File: src/rtl/muldiv_seq.sv
// Sequential RISC-V M-extension unit: shift-add multiply and restoring divide,
// one bit per cycle on operand magnitudes with sign fix-up at the final select.
//
// state | meaning
// IDLE  | waiting for start; result holds the last completed value
// RUN   | XLEN iterations of shift-add or shift-subtract
// FIN   | result registered, done pulses for this one cycle
module muldiv_seq #(
   parameter int XLEN = 32
) (
   input  logic            clk,
   input  logic            rst,
   input  logic            start,
   input  logic [2:0]      funct3,
   input  logic [XLEN-1:0] rs1,
   input  logic [XLEN-1:0] rs2,
   input  logic            kill,
   output logic            busy,
   output logic            done,
   output logic [XLEN-1:0] result
);

   localparam int CW = $clog2(XLEN);
   localparam logic [XLEN-1:0] MIN_INT = {1'b1, {(XLEN-1){1'b0}}};

   typedef enum logic [1:0] {IDLE, RUN, FIN} state_t;

   state_t          state;
   logic [2:0]      op;
   logic            neg;
   logic [XLEN-1:0] opnd;
   logic [2*XLEN-1:0] acc;
   logic [CW-1:0]   cnt;

   logic            is_div_in, a_sgn_in, b_sgn_in, a_neg_in, b_neg_in, neg_in;
   logic            div_zero, div_ovf;
   logic [XLEN-1:0] a_mag, b_mag, early_res;

   assign is_div_in = funct3[2];
   assign a_sgn_in  = is_div_in ? ~funct3[0] : (funct3[1:0] != 2'b11);
   assign b_sgn_in  = is_div_in ? ~funct3[0] : ~funct3[1];
   assign a_neg_in  = a_sgn_in & rs1[XLEN-1];
   assign b_neg_in  = b_sgn_in & rs2[XLEN-1];
   assign a_mag     = a_neg_in ? -rs1 : rs1;
   assign b_mag     = b_neg_in ? -rs2 : rs2;
   // Remainder takes the dividend's sign; everything else the XOR of both.
   assign neg_in    = (is_div_in & funct3[1]) ? a_neg_in : (a_neg_in ^ b_neg_in);
   assign div_zero  = is_div_in && (rs2 == '0);
   assign div_ovf   = is_div_in && !funct3[0] && (rs1 == MIN_INT) && (rs2 == '1);

   always_comb begin
      early_res = '0;
      if (div_zero)
         early_res = funct3[1] ? rs1 : '1;
      else if (!funct3[1])
         early_res = MIN_INT;
   end

   logic [XLEN:0]     sum, shifted, diff;
   logic [2*XLEN-1:0] mul_nxt, div_nxt, acc_nxt, prod;
   logic [XLEN-1:0]   quo, rmd, fix_res;

   // Multiply: upper half accumulates, lower half shifts out the multiplier.
   assign sum     = {1'b0, acc[2*XLEN-1:XLEN]} + (acc[0] ? {1'b0, opnd} : '0);
   assign mul_nxt = {sum, acc[XLEN-1:1]};

   // Divide: upper half is the partial remainder, lower half dividend/quotient.
   assign shifted = acc[2*XLEN-1:XLEN-1];
   assign diff    = shifted - {1'b0, opnd};
   assign div_nxt = diff[XLEN] ? {acc[2*XLEN-2:0], 1'b0}
                               : {diff[XLEN-1:0], acc[XLEN-2:0], 1'b1};

   assign acc_nxt = op[2] ? div_nxt : mul_nxt;
   assign prod    = neg ? -acc_nxt : acc_nxt;
   assign quo     = neg ? -acc_nxt[XLEN-1:0] : acc_nxt[XLEN-1:0];
   assign rmd     = neg ? -acc_nxt[2*XLEN-1:XLEN] : acc_nxt[2*XLEN-1:XLEN];

   always_comb begin
      fix_res = '0;
      case (op)
         3'b000:                 fix_res = prod[XLEN-1:0];
         3'b001, 3'b010, 3'b011: fix_res = prod[2*XLEN-1:XLEN];
         3'b100, 3'b101:         fix_res = quo;
         default:                fix_res = rmd;
      endcase
   end

   always_ff @(posedge clk) begin
      if (rst) begin
         state  <= IDLE;
         op     <= '0;
         neg    <= 1'b0;
         opnd   <= '0;
         acc    <= '0;
         cnt    <= '0;
         busy   <= 1'b0;
         done   <= 1'b0;
         result <= '0;
      end else if (kill) begin
         state <= IDLE;
         cnt   <= '0;
         busy  <= 1'b0;
         done  <= 1'b0;
      end else begin
         case (state)
            IDLE: begin
               done <= 1'b0;
               if (start) begin
                  op   <= funct3;
                  neg  <= neg_in;
                  cnt  <= '0;
                  busy <= 1'b1;
                  acc  <= {{XLEN{1'b0}}, (is_div_in ? a_mag : b_mag)};
                  opnd <= is_div_in ? b_mag : a_mag;
                  if (div_zero || div_ovf) begin
                     state  <= FIN;
                     result <= early_res;
                     done   <= 1'b1;
                  end else begin
                     state <= RUN;
                  end
               end
            end
            RUN: begin
               acc <= acc_nxt;
               cnt <= cnt + CW'(1);
               if (cnt == CW'(XLEN-1)) begin
                  state  <= FIN;
                  result <= fix_res;
                  done   <= 1'b1;
               end
            end
            FIN: begin
               state <= IDLE;
               busy  <= 1'b0;
               done  <= 1'b0;
            end
            default: begin
               state <= IDLE;
               busy  <= 1'b0;
               done  <= 1'b0;
            end
         endcase
      end
   end

endmodule

File: config.mk
export PLATFORM = sky130hd
export DESIGN_NAME = muldiv_seq
export DESIGN_NICKNAME = d
export VERILOG_FILES = /design/src/rtl/muldiv_seq.sv
export SDC_FILE = /design/constraint.sdc
export NUM_CORES = 1
export LEC_CHECK = 0
export CORE_ASPECT_RATIO = 1.5
export CORE_MARGIN = 3
export CORE_UTILIZATION = 30
export DETAILED_ROUTE_END_ITERATION = 6
export PLACE_DENSITY = 0.56
export SYNTH_ARGS = -nofsm -noshare
export SYNTH_HDL_FRONTEND = slang
export SYNTH_SLANG_ARGS = --single-unit
File: constraint.sdc
create_clock -name clk -period 10.6 [get_ports clk]
set_clock_uncertainty 0.15 [all_clocks]
set_input_delay 3.18 -clock clk [delete_from_list [all_inputs] [get_ports clk]]
set_output_delay 3.18 -clock clk [all_outputs]
set_load 0.03 [all_outputs]
### Word level (Yosys, flattened, before mapping)

Index checks and enable logic that the tools add are counted.

| storage, ports and cells | value |
|---|---|
| register bits after elaboration | 141 |
| bits of input ports | 71 |
| output and inout port bits | 34 |
| logic and storage cells | 92 |

| operators by class | value |
|---|---|
| $add $sub $neg | 8 |
| equal/unequal tests | 13 |
| mux-type cells | 35 |
| bitwise logic cells | 8 |
| reduce and logical (&&, ||, !) cells | 19 |

Operator list:

| operator | number |
|---|---|
| 32-bit two-way mux | 13 |
| 64-bit two-way mux | 4 |
| 32-bit negator | 4 |
| 64-bit case mux with 2 select lines | 1 |
| 32-bit case mux with 3 select lines | 1 |
| 32-bit == test (second input constant) | 2 |
| 64-bit negator | 1 |
| 32-bit case mux with 2 select lines | 1 |
| 32-bit by 32-bit adder with 33-bit output | 1 |
| 33-bit by 32-bit subtractor with 33-bit output | 1 |
| 32-bit zero test | 1 |
| 5-bit case mux with 2 select lines | 1 |
| 2-bit inequality test (second input constant) | 4 |
| 1-bit two-way mux | 7 |
| 3-bit by 2-bit == test with 1-bit output (second input constant) | 2 |
| 3-bit == test (second input constant) | 2 |
| 2-bit two-way mux | 3 |
| 2-bit AND reduction | 3 |
| 3-bit AND reduction | 2 |
| 5-bit by 1-bit adder with 5-bit output (second input constant) | 1 |
| 5-bit == test (second input constant) | 1 |
| 5-bit two-way mux | 1 |
| 5-bit AND reduction | 1 |
| 1-bit logical AND | 4 |
| other kinds (14) | 21 |

### Logic depth before layout (Yosys ltp)

| logic depth | value |
|---|---|
| word-level depth | 8 |
| depth in mapped cells | 28 |
| mapped depth without buffers | 25 |

### Worst setup path before layout

Ideal clock, no wire load.

| path | value |
|---|---|
| kind | input port to flip-flop |
| from | in rs1[1] |
| to | reg result[20] |
| library setup time | 0.142 ns |
| data arrival time | 6.063 ns |
| data required time | 10.308 ns |
| setup slack | 4.245 ns |
| stages | 15 |
| path buffers | 3 |
| cells stage by stage | inv_1 > ha_1 > or3b_2 > nor3_1 > nand3b_1 > nor3_1 > nand3b_1 > nor3_1 > a211o_1 > a21o_1 > and2_1 > clkbuf_1 > buf_2 > buf_1 > a311oi_1 |

| between the ends | value |
|---|---|
| longest elaborated chain between the ends | 6 |

Ends and longest elaborated chain:

| element | RTL line | source |
|---|---|---|
| start: declaration | 15 | `input logic [XLEN-1:0] rs1,` |
| 32-bit == test | 49 | `assign div_ovf = is_div_in && !funct3[0] && (rs1 == MIN_INT) && (rs2 == '1);` |
| 1-bit logical AND (2 in series) | 49 |  |
| 1-bit logical OR | 115 | `if (div_zero \|\| div_ovf) begin` |
| 2-bit inequality test (no line) | -- |  |
| 5-bit AND reduction (no line) | -- |  |
| end signal: assignment | 117 | `result <= early_res;` |
| end signal: assignment | 129 | `result <= fix_res;` |
| end: declaration | 20 | `output logic [XLEN-1:0] result` |

Every way passes these cells.
A chain may end at the register's enable or synchronous reset.

### Final worst setup path

| path | value |
|---|---|
| from | in rs1[0] |
| to | reg result[20] |

The elaborated chain is that of the path after synthesis.

==> flow_summary.ini <==
[power_and_ir_drop]
combPwrFrac = 0.366
swShare = 0.427
power_density_nw_per_um2 = 107
power_mw = 1.94
ir_worst_vdd_mv = 0.109
leakage_nw = 6.59
power_switching_mw = 0.828
p_int_mw = 1.11
seq_power_share = 0.300
p_clk_frac = 0.333

[setup_path]
cp-start-kind = input port
r2r-start = acc[31]
path_max_fanout = 27
crit_arrival_ps = 7740
crit_path_end_kind = register
critPathRequiredTime_ps = 10770
critPathKind = in -> reg
crit_start = rs1[0]

[timing]
finalHoldViolations = 0
period_needed_ps = 7570
worst_slew_pin_slew_ps = 1290
slew_violations = 0
grt_setup_unrepaired = no
finalWorstSetupSlack_ps = 3030
setup_viol = 0
tns_ps = 0
slew_headroom = 0.138
fin_crit_sh = 0.714
max_freq_mhz = 132

[die]
die-area_um2 = 56600
design.core.area_um2 = 52800
start_util = 0.305
die_x_um = 195
dieHeight_um = 290
io_pins = 105
rows = 103

[finish]
final_util = 0.344
final-seq-area_um2 = 2830
num-nets-final = 2451
layout-drive-gt1-share = 0.0638
fill_cells = 5681
antenna_cells = 0
syn2layout_area_growth_pct = 12.9
multi_input_area_um2 = 12400

[clocking]
root_buffer = clkbuf_16
htreeDepth = 4
clk_latency_ps = 480
cts_resized = 0
numClockSinks = 141
postCtsSetupBuffers = 0
numCtsBuffers = 17
clk_pin_slew_worst_paths_ps = 70
hold_buffers = 0
cts_buffer_depth = 2
cts_tree = done

[yosys]
mappedNetlistNets = 2458
synth-simple-area-share = 0.254
syn_area_per_cell_um2 = 6.96
ys_warn_count = 0
synth_top_family_by_area = compound AO/OA/AOI/OAI gates
synth_area_um2 = 16100
async_flop_share = 0
synth_area_leader_cell = dfxtp_1
ys.flop_type = dfxtp_1
synth_top_area_frac = 0.175
synth-adder-area-share = 0.0576
synthMuxAreaShare = 0.0340
synth-compound-area-share = 0.326
synth.distinct_cells = 100
synth_edf_count = 0
ys_ff_latch = 141
synth_area_leaders = dfxtp_1 18%, nor2_1 6.2%, a21oi_1 5.9%, ha_1 5.5%, xnor2_1 5.4%
synth-xor-area-share = 0.0951
synthCells = 2314
ys_seq_area_frac = 0.175

[drt]
vias_per_cell = 6.16
drt_first_pass_iters = 7
ant_nets = 0
wl_um = 79300
drcViolationCount = 0
wl_per_cell_um = 26.4
drt_iter0_drc = 1613
vias = 18500

[place]
place_ws_ps = 2630
io_buffer_count = 104
dpl.hpwl_um = 62800
gp_congestion = 1.02

[job]
drv_cap = 0

[grt]
grt_overflow = 0
grt_max_degree = 71
grt_pass1_wl_um = 115000
grt_pass1_vias = 17800
grtUsageTotal = 0.268
antenna_found_initial = 1

[hold_path]
hold_class = reg -> reg
hp-start = opnd[17]

[outcome]
status = finished clean
==> power by group through the flow <==
stage | clock network, mW | registers (mW) | logic, mW
after floorplan | 0 | 0.583 | 0.433
after global placement | 0 | 0.593 | 0.689
after detailed placement | 0 | 0.594 | 0.689
after CTS | 0.646 | 0.581 | 0.693
after global routing | 0.667 | 0.584 | 0.749
final | 0.647 | 0.582 | 0.711
==> path summary, 6_finish.rpt <==
path,end,cells past startpoint,slack [ps]
worst max-delay path,result[20],16,3030
worst min-delay path,opnd[17],2,320
worst max register to register,result[0],24,3340
worst min register to register,opnd[17],2,320
==> cell usage after synthesis, types with 33 or more instances <==
cell and number:
xor2_1 76, clkbuf_1 123, xnor2_1 99, nor2_1 266, inv_1 63, nand2_1 223
dfxtp_1 141, o211ai_1 57, and2_1 52, o21ai_0 168, a211oi_1 51, mux2i_1 43
ha_1 71, o31ai_1 33, nand3_1 44, nor3_1 81, a31oi_1 34, a21oi_1 189
==> layout make-up <==
type                            instances  share of cell area
Inverter                               66              0.0136
Timing Repair Buffer                  137              0.0704
Clock buffer                           19              0.0255
Clock inverter                         13             0.00736
Sequential cell                       141               0.155
Tap cell                              682              0.0469
Multi-Input combinational cell       1944               0.681
==> cells by family after synthesis <==
| kind of cell | Yosys count |
|---|---|
| fa+ha+maj | 73 |
| flops | 141 |
| xor+xnor | 175 |
| compound gates | 783 |
| simple gates | 860 |
| buf+inv | 229 |
| mux | 53 |
==> stage by stage <==
step | hold WS (ps) | area [µm²] | std cells
6_report | 317 | 18200 | 3002
5_1_grt | 337 | 18200 | 3002
3_5_place_dp | 308 | 17600 | 2970
2_1_floorplan | 290 | 16100 | 2314
4_1_cts | 316 | 18200 | 3002
3_3_place_gp | 300 | 17600 | 2970
==> sequential cells by signal, indices dropped and copies added, names as in the netlist <==
| signal | flops |
|---|---|
| acc | 64 |
| busy | 1 |
| cnt | 5 |
| done | 1 |
| neg | 1 |
| op | 3 |
| opnd | 32 |
| result | 32 |
| state | 2 |
==> worst max-delay path: stages <==
cell and delay [ps]:
clkdlybuf4s50_1 570, inv_1 150, ha_1 170, or3b_2 470, nor3_1 260, nand3b_1 180, nor3_1 270, nand3b_1 170
nor3_1 360, a211o_1 240, a21o_1 160, and2_1 610, buf_4 430, o2111ai_1 190, a211oi_1 230, a311oi_1 80
==> layer usage <==
layer  share of wire  track usage  wire length (µm)
met1            0.35        0.278             27600
met2            0.49        0.476             39200
met3           0.054       0.0332              4280
met4            0.10        0.223              8170
met5         0.00016            0                13
==> placed cells by master, fill, tap and decap left out, drive strengths merged, types with 37 or more instances in the layout <==
master / instances
ha: 71
mux2i: 45
and2: 53
clkdlybuf4s50: 102
o31ai: 37
nor2: 267
a211oi: 54
xnor2: 99
nand2: 223
dfxtp: 141
nand3: 45
o211ai: 57
a21oi: 192
inv: 76
o21ai: 184
nor3: 82
xor2: 76
No activity file was read; power rests on OpenSTA's default activity.
